File: src/rtl/dense_pkg.sv
// Shared constants, memory map and sequencer state encoding for the
// 784->10 dense layer engine.
package dense_pkg;

    localparam int ADDR_W    = 14;
    localparam int DATA_W    = 24;
    localparam int N_IN      = 784;
    localparam int N_OUT     = 10;
    localparam int ACC_WIDTH = 48;
    localparam int X_W       = 8;    // pixel width carried in rdata[7:0]
    localparam int I_W       = 10;   // input-element counter width
    localparam int J_W       = 4;    // neuron counter width

    localparam logic [ADDR_W-1:0] X_BASE = 14'h0000;
    localparam logic [ADDR_W-1:0] W_BASE = 14'h1000;
    localparam logic [ADDR_W-1:0] B_BASE = 14'h2EA0;
    localparam logic [ADDR_W-1:0] Y_BASE = 14'h3000;

    localparam logic [I_W-1:0] I_LAST = I_W'(N_IN - 1);
    localparam logic [J_W-1:0] J_LAST = J_W'(N_OUT - 1);

    typedef enum logic [2:0] {
        IDLE,
        BIAS_RD,
        X_RD,
        W_RD,
        DRAIN,
        Y_WR,
        DONE
    } state_t;

endpackage

File: src/rtl/dense_mac_sat.sv
// Accumulator for one neuron: bias load, unsigned-pixel x signed-weight
// accumulate, and a combinational clamp of the sum to the 24-bit range.
module dense_mac_sat
    import dense_pkg::*;
(
    input  logic              clk,
    input  logic              rst_n,
    input  logic              i_load_bias,
    input  logic              i_accumulate,
    input  logic              i_load_x,
    input  logic [DATA_W-1:0] i_rdata,
    output logic [DATA_W-1:0] o_sat
);

    logic [X_W-1:0]              r_x;
    logic [ACC_WIDTH-1:0]        r_acc;
    logic signed [X_W:0]         w_x_s;
    logic signed [X_W+DATA_W:0]  w_prod_raw;
    logic [ACC_WIDTH-1:0]        w_prod;
    logic [ACC_WIDTH-1:0]        w_bias;
    logic [ACC_WIDTH-DATA_W:0]   w_hi;

    // Pixel is unsigned: a zero top bit makes the signed multiply exact.
    assign w_x_s      = $signed({1'b0, r_x});
    assign w_prod_raw = w_x_s * $signed(i_rdata);
    assign w_prod     = {{(ACC_WIDTH-X_W-DATA_W-1){w_prod_raw[X_W+DATA_W]}}, w_prod_raw};
    assign w_bias     = {{(ACC_WIDTH-DATA_W){i_rdata[DATA_W-1]}}, i_rdata};

    // Bits above the 24-bit sign position must all agree for the sum to fit.
    assign w_hi = r_acc[ACC_WIDTH-1:DATA_W-1];

    // Clamp the accumulator to [-2^23, 2^23-1].
    // NOTE: every output of an always_comb gets a default first so no path leaves it unassigned (no latch).
    always_comb begin
        o_sat = r_acc[DATA_W-1:0];
        if (!(&w_hi) && (|w_hi)) begin
            o_sat = r_acc[ACC_WIDTH-1] ? {1'b1, {(DATA_W-1){1'b0}}}
                                       : {1'b0, {(DATA_W-1){1'b1}}};
        end
    end

    // Accumulator and latched pixel.
    // NOTE: state is updated with non-blocking assignments so all flops sample pre-edge values together.
    always_ff @(posedge clk or negedge rst_n) begin
        if (!rst_n) begin
            r_acc <= '0;
            r_x   <= '0;
        end else begin
            if (i_load_bias) begin
                r_acc <= w_bias;
            end else if (i_accumulate) begin
                r_acc <= r_acc + w_prod;
            end
            if (i_load_x) begin
                r_x <= i_rdata[X_W-1:0];
            end
        end
    end

endmodule

File: src/rtl/dense_layer_engine.sv
// Sequencer for the dense layer: walks bias, pixel and weight reads through
// the single-port RAM, writes saturated neuron outputs and tracks argmax.
module dense_layer_engine
    import dense_pkg::*;
#(
    parameter int ADDRESS_WIDTH = ADDR_W,
    parameter int DATA_WIDTH    = DATA_W
) (
    input  logic                     clk,
    input  logic                     rst_n,
    input  logic                     start,
    output logic                     busy,
    output logic                     done,
    output logic [3:0]               class_idx,
    output logic                     ram_en,
    output logic [3:0]               ram_we,
    output logic [ADDRESS_WIDTH-1:0] ram_addr,
    output logic [DATA_WIDTH-1:0]    ram_wdata,
    input  logic [DATA_WIDTH-1:0]    ram_rdata
);

    state_t                   r_state;
    state_t                   w_next;
    logic [I_W-1:0]           r_i;
    logic [J_W-1:0]           r_j;
    logic [ADDRESS_WIDTH-1:0] r_w_ptr;
    logic [DATA_WIDTH-1:0]    r_best_val;
    logic [J_W-1:0]           r_best_idx;
    logic [3:0]               r_class_idx;
    logic                     w_load_bias;
    logic                     w_accumulate;
    logic                     w_load_x;
    logic [DATA_WIDTH-1:0]    w_sat;
    logic                     w_take;

    dense_mac_sat u_mac (
        .clk          (clk),
        .rst_n        (rst_n),
        .i_load_bias  (w_load_bias),
        .i_accumulate (w_accumulate),
        .i_load_x     (w_load_x),
        .i_rdata      (ram_rdata),
        .o_sat        (w_sat)
    );

    // First neuron always seeds the argmax; later ones must be strictly larger.
    assign w_take    = (r_j == '0) || ($signed(w_sat) > $signed(r_best_val));
    assign busy      = (r_state != IDLE);
    assign done      = (r_state == DONE);
    assign class_idx = r_class_idx;

    // State register.
    always_ff @(posedge clk or negedge rst_n) begin
        if (!rst_n) begin
            r_state <= IDLE;
        end else begin
            r_state <= w_next;
        end
    end

    // Next state, RAM port and MAC controls decoded from the current state.
    always_comb begin
        w_next       = r_state;
        ram_en       = 1'b0;
        ram_we       = 4'h0;
        ram_addr     = '0;
        ram_wdata    = '0;
        w_load_bias  = 1'b0;
        w_accumulate = 1'b0;
        w_load_x     = 1'b0;
        case (r_state)
            IDLE: begin
                if (start) w_next = BIAS_RD;
            end
            BIAS_RD: begin
                ram_en   = 1'b1;
                ram_addr = B_BASE + ADDRESS_WIDTH'(r_j);
                w_next   = X_RD;
            end
            X_RD: begin
                // rdata holds the bias on the first pass, else W of element i-1.
                ram_en       = 1'b1;
                ram_addr     = X_BASE + ADDRESS_WIDTH'(r_i);
                w_load_bias  = (r_i == '0);
                w_accumulate = (r_i != '0);
                w_next       = W_RD;
            end
            W_RD: begin
                ram_en   = 1'b1;
                ram_addr = r_w_ptr;
                w_load_x = 1'b1;
                w_next   = (r_i == I_LAST) ? DRAIN : X_RD;
            end
            DRAIN: begin
                w_accumulate = 1'b1;
                w_next       = Y_WR;
            end
            Y_WR: begin
                ram_en    = 1'b1;
                ram_we    = 4'hF;
                ram_addr  = Y_BASE + ADDRESS_WIDTH'(r_j);
                ram_wdata = w_sat;
                w_next    = (r_j == J_LAST) ? DONE : BIAS_RD;
            end
            DONE: begin
                w_next = IDLE;
            end
            default: begin
                w_next = IDLE;
            end
        endcase
    end

    // Counters, weight pointer and running argmax.
    always_ff @(posedge clk or negedge rst_n) begin
        if (!rst_n) begin
            r_i         <= '0;
            r_j         <= '0;
            r_w_ptr     <= '0;
            r_best_val  <= '0;
            r_best_idx  <= '0;
            r_class_idx <= '0;
        end else begin
            case (r_state)
                IDLE: begin
                    if (start) begin
                        r_j     <= '0;
                        r_w_ptr <= W_BASE;
                    end
                end
                BIAS_RD: begin
                    r_i <= '0;
                end
                W_RD: begin
                    r_w_ptr <= r_w_ptr + 1'b1;
                    if (r_i != I_LAST) r_i <= r_i + 1'b1;
                end
                Y_WR: begin
                    if (w_take) begin
                        r_best_val <= w_sat;
                        r_best_idx <= r_j;
                    end
                    // Publish the winner on entry to DONE so it is valid with the done pulse.
                    if (r_j == J_LAST) begin
                        r_class_idx <= w_take ? r_j : r_best_idx;
                    end else begin
                        r_j <= r_j + 1'b1;
                    end
                end
                default: begin
                end
            endcase
        end
    end

endmodule
File: config.mk
export PLATFORM = sky130hd
export DESIGN_NAME = dense_layer_engine
export DESIGN_NICKNAME = d
export VERILOG_FILES = /design/src/rtl/dense_pkg.sv /design/src/rtl/dense_mac_sat.sv /design/src/rtl/dense_layer_engine.sv
export SDC_FILE = /design/constraint.sdc
export NUM_CORES = 1
export LEC_CHECK = 0
export BUFFER_PORTS_ARGS = -buffer_cell sky130_fd_sc_hd__buf_4
export CORE_MARGIN = 5
export CORE_UTILIZATION = 39
export DETAILED_ROUTE_END_ITERATION = 8
export PLACE_DENSITY = 0.56
export SETUP_SLACK_MARGIN = 0.4
export SYNTH_ARGS = -nofsm -noshare
export SYNTH_HDL_FRONTEND = slang
export SYNTH_SLANG_ARGS = --single-unit
File: constraint.sdc
create_clock -name clk -period 8.18 [get_ports clk]
set_clock_uncertainty 0.1 [all_clocks]
set_input_delay 1.227 -clock clk [delete_from_list [all_inputs] [get_ports clk]]
set_output_delay 1.227 -clock clk [all_outputs]
set_load 0.1 [all_outputs]
# Word level (Yosys, flattened, before mapping)
# Cells that the tools add are included.
# op_classes
n_addsub,6
multipliers,1
n_lt_le_gt_ge,1
eq_ne,12
mux,23
reduce_logical,20
# op_table
cell,count
$mux 48,2
$mux 24,3
$pmux 14 s4,1
$add 48x48->48,1
$mul 9x24->33,1
$pmux 14 s2,1
$reduce_and 25->1,1
$reduce_or 25->1,1
$gt 24x24->1,1
$pmux 10 s2,1
$pmux 3 s6,1
$mux 4,4
$add 13x5->14 const A,1
$add 14x1->14 const B,1
$add 14x4->14 const A,1
$mux 14,1
$add 10x1->10 const B,1
$eq 10x10->1 const B,1
$logic_not 10->1,1
$mux 10,1
$ne 10x10->1 const B,1
$reduce_bool 10->1,1
$eq 3x3->1 const B,3
$mux 3,3
other kinds (18),29
# totals
ff_bits,119
inputBits,27
out_inout_bits,49
elab_cells,72

# Longest topological paths before layout
# Gate-level depths: netlist of run 1.
# depth
ltp_word,7
ltp_mapped,34
mapped_depth_nobuf,32

# Cells and area by module
# A second synthesis of run 1 with hierarchy kept.
# hier_totals
hier_cells,1874
hier_area_um2,15870.2
# modules_own_cells
mod,n_inst,cells_per_inst,area_each_um2,seq_area_each_um2
dense_mac_sat,1,1458,11915.2,1401.3
dense_layer_engine,1,416,3955.0,1576.5

# Least setup slack after synthesis of run 1
# No wires, ideal clock.
# synth_path
path_type,input-to-reg
start,input ram_rdata[23]
end,register u_mac.r_acc[47]
setup_time_ps,123
arrival_time_ps,8395
t_required_ps,7957
slack_ps,-438
path_stages,28
n_path_buf,3
path_cell_list,clkbuf_1 and2_1 fa_1 inv_1 fa_1 inv_1 fa_1 inv_1 fa_1 inv_1 ha_1 clkbuf_1 a21o_1 a21o_1 a21oi_1 o31a_1 a21o_1 nand2_1 a311oi_1 ha_1 clkbuf_1 nand4_1 or3_1 o21a_1 o41ai_2 xor2_1 o21a_1 o221a_2
# synth_via
elab_chain_len,4
# synth_rtl
item,line,source
start: declaration,dense_layer_engine.sv:19,input logic [DATA_WIDTH-1:0] ram_rdata
$mul 9x24->33,dense_mac_sat.sv:25,assign w_prod_raw = w_x_s * $signed(i_rdata);
$add 48x48->48,dense_mac_sat.sv:52,r_acc <= r_acc + w_prod;
$mux 48,dense_mac_sat.sv:51,end else if (i_accumulate) begin
$mux 48 (*),dense_mac_sat.sv:49,if (i_load_bias) begin
end signal: assignment,dense_mac_sat.sv:50,r_acc <= w_bias;
end signal: assignment,dense_mac_sat.sv:52,
end: declaration,dense_mac_sat.sv:16,logic [ACC_WIDTH-1:0] r_acc;
# Mark *: on every way between the ends. The rest lies on a longest branch, timed or not. The select of a mux whose other input is x is not followed.
# A chain may end at the register's enable or synchronous reset.

# Worst setup path in the final report of run 1
# Ends and elaborated chain as after synthesis.

==> results of run 1 <==
## layout make-up
class,count,area (µm²),area share (%)
clock inverters,3,40.0,0.217
flip-flops and latches,119,2980,16.1
inverters,294,1100,5.98
clock buffers,26,519,2.81
multi-input cells,1424,11900,64.3
well taps,532,666,3.61
repair buffers,165,1290,6.97
## cells by family after synthesis
| logic type | count (synthesis) | share of synthesized area [%] |
|---|---|---|
| multiplexers | 36 | 2.88 |
| AND/OR/NAND/NOR | 601 | 18.6 |
| XOR/XNOR | 88 | 4.82 |
| flip-flops | 119 | 18.6 |
| adder cells (fa/ha/maj) | 298 | 30.4 |
| AO/OA/AOI/OAI | 401 | 15.4 |
| buffers and inverters | 381 | 9.29 |
## cell usage after synthesis (3+ instances only)
library cell	number	area share [%]
inv_1	293	6.9
nand2_1	214	5.0
fa_1	151	19
ha_1	147	12
a21oi_1	136	4.3
and2_1	127	5.0
dfrtp_1	119	19
nor2_1	95	2.2
o21ai_0	91	2.8
clkbuf_1	78	1.8
xnor2_1	58	3.2
a21o_1	39	1.8
nand3_1	35	1.1
nand4_1	34	1.3
xor2_1	30	1.6
nor3_1	25	0.78
a211oi_1	23	1.1
mux2_4	18	1.7
o21bai_1	16	0.75
a31oi_1	15	0.59
nor2b_1	15	0.59
and3_1	12	0.47
mux2i_1	10	0.63
nand2b_1	10	0.39
o21ai_1	10	0.31
o211ai_1	9	0.42
o21a_1	9	0.42
o31ai_1	9	0.42
mux2_2	8	0.56
nor4_1	8	0.31
o22ai_1	8	0.31
buf_4	6	0.28
or3_1	5	0.20
and4_1	4	0.22
or4_1	4	0.19
a211o_1	3	0.16
a21boi_0	3	0.14
## metal layers
| metal | up-vias | global-route usage, % |
|---|---|---|
| met5 | - | 0 |
| met4 | 0 | 5.34 |
| met3 | 69 | 2.14 |
| met2 | 271 | 34.3 |
| met1 | 6567 | 26.9 |
| li1 | 6542 | - |
## timing repair
| item | 4_1_cts | 5_1_grt |
|---|---|---|
| setup endpoints to repair | 0 | 15 |
| setup buffers | 0 | 10 |
| resized for setup | 0 | 56 |
## cells in the final DEF (no fill, tap or decap), types with 10 or more instances in the layout
cell type / instances
mux2_4: 18
a21oi_1: 125
a211oi_1: 21
nor3_1: 20
nand4_1: 34
a31oi_1: 14
nor2_1: 93
nor2b_1: 14
inv_1: 291
dfrtp_1: 117
nand2b_1: 10
and3_1: 10
a21oi_2: 11
xor2_1: 30
o21ai_0: 90
a21o_1: 39
fa_1: 148
xnor2_1: 58
clkbuf_16: 18
and2_1: 125
buf_4: 158
mux2i_1: 10
o21bai_1: 16
nand3_1: 35
ha_1: 136
nand2_1: 206
## state kept, by name, indices dropped and copies added, names as in the netlist
name,count
r_i,10
r_j,4
class_idx,4
r_best_idx,4
r_best_val,24
u_mac.r_x,8
u_mac.r_acc,48
r_state,3
r_w_ptr,14
## per-stage QoR
step / cells / instance area [µm²]
after floorplan: 1924 / 16100
after global placement: 2523 / 17600
after detailed placement: 2523 / 17600
after CTS: 2552 / 18100
after global routing: 2563 / 18500
final: 2563 / 18500
## final timing paths
| path | startpoint | to | slack [ns] | cells after the start |
|---|---|---|---|---|
| setup / recovery | ram_rdata[23] | u_mac.r_acc[47] | 0.67 | 30 |
| hold / removal | class_idx[1] | class_idx[1] | 0.38 | 2 |
| setup reg to reg | u_mac.r_x[5] | u_mac.r_acc[47] | 0.83 | 28 |
| hold reg to reg | class_idx[1] | class_idx[1] | 0.38 | 2 |
| max in group asynchronous | rst_n | u_mac.r_acc[27] | 5.80 | 2 |
| min in group asynchronous | rst_n | r_w_ptr[6] | 0.77 | 1 |
## critical path, delay by kind of cell
family          cells  cell delay, ns
compound gates     11            2.10
xor+xnor            1            0.18
fa+ha+maj           6            2.64
buf+inv             7            0.65
simple gates        5            0.88
==> results.yml, run 1 <==
run_status:
  run_status: "complete, no violations"
grt:
  grt_pass1_vias: 14000
  antenna_found_initial: 1
  grt_start_max_net_pins: 64
  grt_pass1_wl_um: 72900
  grt_overflow: 0
  grt_use_total_pct: 19.9
place:
  hpwl_um: 34900
  preCtsSetupSlack_ns: 0.0401
  place.gp.congestion: 0.914
  io_buffers: 75
synthesis:
  synth-seq-area-share_pct: 18.6
  syn-cell-area_um2: 16000
  synthFlopType: "dfrtp_1"
  ys_ff_latch: 119
  syn_inst: 1924
  synth.avg_cell_area_um2: 8.31
  async_reset_ff_share_pct: 100
  ys_types: 71
  synth_edf_count: 0
  synth_nets: 2249
  yosysWarningCount: 0
worst_hold_path:
  hold_class: "reg2reg"
layout:
  syn_to_final_growth_pct: 15.5
  nets: 2346
  fillers: 4057
  n_antenna_cell: 0
  utilization_pct: 45.4
  layout-drive-gt1-share_pct: 14.6
critical_path:
  arrival_ns: 7.72
  cp_max_fo: 9
  crit_slowest_cell: "fa_2"
  crit_required_ns: 8.39
  critPathKind: "in2reg"
  setup.worst_path.start_class: "input port"
  endpoint_kind: "flip-flop"
  max_stage_delay_ns: 0.60
drt:
  drc: 0
  dr.pass1.iters: 6
  top_layer: "met4"
  routed_wl_um: 44200
  wl_per_cell_um: 17.3
  via_per_inst: 5.25
  wl_met1_um: 20400
  dr_wl_met3_um: 1600
  drtAntennaViolNets: 0
  wl_met2_um: 21300
  via_count: 13400
  drt_first_iter_violations: 858
timing:
  tightestPinTransition_ns: 0.949
  fin_crit_ns: 7.51
  finalSetupTns_ns: 0
  slew_viol_final: 0
  rsz0062_at_grt: "no"
  finalHoldWorstSlack_ns: 0.382
  layout_setup_ws_ns: 0.666
  clock.fmax_mhz: 133
  finalHoldViolCount: 0
  post-route-period-util_pct: 91.9
  slew_headroom_pct: 36.6
  finalSetupViolCount: 0
floorplanning:
  start_util_pct: 39.3
  rows: 74
  fp.dieW_um: 212
  dieArea_um2: 45100
  core_um2: 40600
  top_level_ports: 76
  die_y_um: 212
clock_tree:
  clkSinkCount: 119
  clockBufferDepth: 2
  path_clk_slew_ns: 0.05
  cts_root_buf: "clkbuf_16"
  cts_made_buffers: 17
  cts_max_level: 4
  cts_tree: "built"
  clock_latency_ns: 0.43
  postCtsHoldBufs: 0
flow_run:
  maxCapViolCount: 0
Power of run 1 is left out: the tool's default activity adds up to more than one toggle a clock period on the data nets, which glitch-free logic cannot reach.
==> run 2: changes to the inputs <==
==> constraint.sdc (replaced) <==
create_clock -name clk -period 8.18 [get_ports clk]
set_clock_uncertainty 0.1 [all_clocks]
set_input_delay 0.818 -clock clk [delete_from_list [all_inputs] [get_ports clk]]
set_output_delay 0.818 -clock clk [all_outputs]
set_load 0.1 [all_outputs]
==> results.yml, run 2 (synthesis results as in run 1) <==
timing:
  slew_viol_final: 0
  clock.fmax_mhz: 135
  finalSetupTns_ns: 0
  tightestPinTransition_ns: 1.01
  rsz0062_at_grt: "no"
  finalSetupViolCount: 0
  post-route-period-util_pct: 90.5
  finalHoldViolCount: 0
  fin_crit_ns: 7.41
  slew_headroom_pct: 32.8
worst_hold_path:
  hold_class: "in2async"
clock_tree:
  cts_root_buf: "clkbuf_16"
  clkSinkCount: 119
  cts_tree: "built"
  path_clk_slew_ns: 0.06
  clockBufferDepth: 2
  cts_made_buffers: 17
  cts_max_level: 4
  clock_latency_ns: 0.43
drt:
  routed_wl_um: 43400
  dr_wl_met3_um: 1650
  wl_met1_um: 20600
  drt_first_iter_violations: 772
  top_layer: "met4"
  dr.pass1.iters: 5
  wl_met2_um: 20300
  drtAntennaViolNets: 0
  via_per_inst: 5.27
  via_count: 13200
  wl_per_cell_um: 17.3
  drc: 0
critical_path:
  reg2reg_to: "u_mac.r_acc[47]"
  rr_startpoint: "u_mac.r_x[7]"
  critPathKind: "in2reg"
  max_stage_delay_ns: 0.54
  ff2ff_setup_slack_ns: 0.79
  cp_max_fo: 10
  crit_required_ns: 8.39
  crit_slowest_cell: "fa_1"
  critical_path_buf_inv_count: 4
  crit_family: "adder cells"
  cp.depth: 29
  setup.worst_path.start_class: "input port"
  arrival_ns: 7.62
  reg2regPathDepth: 31
  critPathMostFrequentCell: "fa_1"
  endpoint_kind: "flip-flop"
grt:
  grt_pass1_wl_um: 71400
  grt_use_total_pct: 19.5
  grt_pass1_vias: 13600
  grt_overflow: 0
  grt_start_max_net_pins: 74
  antenna_found_initial: 2
floorplanning:
  start_util_pct: 39.3
  dieArea_um2: 45100
  core_um2: 40600
  top_level_ports: 76
  die_y_um: 212
  fp.dieW_um: 212
  rows: 74
layout:
  layout_common_cells: "inv_1 (293), nand2_1 (214), fa_1 (151)"
  multi_input_area_um2: 11600
  nets: 2288
  layout-drive-gt1-share_pct: 10.5
  final_common_cell: "inv_1"
  seqCellArea_um2: 3000
  syn_to_final_growth_pct: 11.6
  reg_top3: "u_mac.r_acc x48, r_best_val x24, r_w_ptr x14"
  largest-register: "u_mac.r_acc"
  fillers: 4103
  n_antenna_cell: 0
  largest_reg_flops: 48
place:
  place.gp.congestion: 0.918
  hpwl_um: 33600
  io_buffers: 75
run_status:
  run_status: "complete, no violations"
flow_run:
  maxCapViolCount: 0
## run 2: stage by stage
step           hold WS, ns  cell area [µm²]  std cells  utilization (%)  worst slack, ns
2_1_floorplan        0.353            16000       1924                -            0.458
3_3_place_gp         0.366            17000       2467             41.9            0.184
3_5_place_dp         0.375            17000       2467             41.9            0.144
4_1_cts              0.325            17600       2498             43.4            0.404
5_1_grt              0.371            17800       2507             43.9            0.391
6_report             0.317            17800       2507             43.9            0.773
## run 2: area by class of cell
type,instances,area share (%)
Timing Repair Buffer,107,4.67
Multi-Input combinational cell,1424,65.2
Tap cell,532,3.73
Clock inverter,10,0.856
Sequential cell,119,16.8
Clock buffer,21,2.53
Inverter,294,6.19
## run 2: worst max path at each step
stage                        from               to
finish               ram_rdata[6]  u_mac.r_acc[47]
global route         u_mac.r_x[7]  u_mac.r_acc[47]
CTS                  u_mac.r_x[3]  u_mac.r_acc[47]
detailed placement   ram_rdata[3]  u_mac.r_acc[47]
global placement     ram_rdata[3]  u_mac.r_acc[47]
floorplan           ram_rdata[23]  u_mac.r_acc[47]
## run 2: what timing repair did
item,CTS,global route
gates resized for setup,4,29
pin swaps,0,11
hold buffers,0,0
buffers inserted,0,9
endpoints found under the setup margin,9,17
## run 2: routing by layer
| layer | GRT usage [%] | vias up |
|---|---|---|
| met3 | 1.93 | 46 |
| met5 | 0 | - |
| met2 | 32.3 | 272 |
| met1 | 27.3 | 6455 |
| li1 | - | 6427 |
| met4 | 5.65 | 0 |
Power of run 2 is left out for the same reason.
==> run 3: changes to the inputs <==
Clock period 8.18 ns to 6 ns, I/O delays scaled along.
==> results.yml, run 3 (synthesis results as in run 1) <==
layout:
  layout-drive-gt1-share_pct: 31.1
  nets: 2609
  final_cell_area_um2: 21500
  largest_reg_flops: 48
  largest-register: "u_mac.r_acc"
  fillers: 3762
  final_common_cell: "buf_4"
  syn_to_final_growth_pct: 34.5
  layout_common_cells: "buf_4 (395), inv_1 (281), nand2_1 (190)"
  reg_top3: "u_mac.r_acc x48, r_best_val x24, r_w_ptr x14"
  n_antenna_cell: 0
grt:
  antenna_found_initial: 0
  grt_start_max_net_pins: 66
  grt_overflow: 0
  grt_pass1_vias: 15000
  grt_use_total_pct: 20.8
  grt_pass1_wl_um: 76800
critical_path:
  cp_max_fo: 4
  arrival_ns: 7.34
  crit_slowest_cell: "fa_1"
  setup.worst_path.start_class: "flip-flop"
  rr_startpoint: "u_mac.r_x[5]"
  crit_required_ns: 6.21
  startpoint: "u_mac.r_x[5]"
  critPathKind: "reg2reg"
  endpoint_kind: "flip-flop"
  max_stage_delay_ns: 0.56
  critPathMostFrequentCell: "fa_1"
place:
  preCtsSetupSlack_ns: -1.57
  place.gp.congestion: 0.925
  placed_area_um2: 19500
  io_buffers: 75
  hpwl_um: 36200
timing:
  finalSetupViolCount: 32
  post-route-period-util_pct: 119
  slew_headroom_pct: 26.2
  finalHoldWorstSlack_ns: 0.160
  finalHoldViolCount: 0
  layout_setup_ws_ns: -1.13
  fin_crit_ns: 7.13
  tightestPinTransition_ns: 1.11
  rsz0062_at_grt: "yes"
  clock.fmax_mhz: 140
  slew_viol_final: 0
worst_hold_path:
  hold_class: "in2async"
drt:
  drtAntennaViolNets: 0
  routed_wl_um: 45900
  wl_per_cell_um: 16.2
  drc: 0
  via_count: 14500
  drt_first_iter_violations: 636
  via_per_inst: 5.12
  dr.pass1.iters: 4
floorplanning:
  start_util_pct: 39.3
  core_um2: 40600
  die_y_um: 212
  rows: 74
  dieArea_um2: 45100
  top_level_ports: 76
  fp.dieW_um: 212
clock_tree:
  postCtsHoldBufs: 0
  clkSinkCount: 119
  cts_max_level: 4
  path_clk_slew_ns: 0.06
  clockBufferDepth: 2
  cts_made_buffers: 17
  clock_latency_ns: 0.42
  cts_tree: "built"
  cts_root_buf: "clkbuf_16"
run_status:
  violations: "negative setup slack"
  run_status: "finished, violations left"
flow_run:
  maxCapViolCount: 0
run 3: what timing repair did:
action                                  in CTS  in global routing
pin swaps                                   84                 43
gates resized for setup                    171                 58
gates cloned                                 1                  0
buffers inserted                            31                 16
endpoints found under the setup margin      37                 39
run 3: critical path, delay by kind of cell, from the launching register on:
family,cells,cell delay (ns)
AOI/OAI and AO/OA,11,2.10
and+or+nand+nor,7,1.01
buffers and inverters,5,0.42
DFF,1,0.45
adders and majority gates,6,2.62
xor gates and xnor gates,2,0.31
run 3: per-stage QoR:
step                      TNS (ns)  std cells  utilization [%]
after detailed placement    -37.33       2749             48.1
after global routing        -32.72       2828             52.9
after floorplan             -14.17       1924                -
after CTS                   -20.45       2812             51.9
final                       -21.72       2828             52.9
after global placement      -34.66       2749             48.1
run 3: layout make-up:
class / instances / area [µm²] / share of cell area [%]
inverters: 294 / 1100 / 5.13
clock inverters: 11 / 77.6 / 0.361
multi-input cells: 1424 / 12800 / 59.6
clock buffers: 20 / 457 / 2.12
well taps: 532 / 666 / 3.10
flip-flops and latches: 119 / 2980 / 13.9
repair buffers: 428 / 3400 / 15.8
run 3: final timing paths:
| path | to | slack [ns] | cells after the start |
|---|---|---|---|
| max | u_mac.r_acc[47] | -1.13 | 31 |
| min | u_mac.r_x[2] | 0.16 | 1 |
| max reg2reg | u_mac.r_acc[47] | -1.13 | 31 |
| min reg2reg | class_idx[3] | 0.38 | 2 |
| max in group asynchronous | r_w_ptr[4] | 4.28 | 2 |
| min in group clk | class_idx[3] | 0.38 | 2 |
run 3: per-layer routing:
layer / track usage [%] / up-vias / part of all wire [%]
li1: - / 7048 / -
met1: 28.9 / 7106 / 47
met2: 35.1 / 295 / 47
met3: 2.23 / 37 / 4.1
met4: 4.57 / 0 / 1.7
met5: 0 / - / 0
Power of run 3 is left out for the same reason.
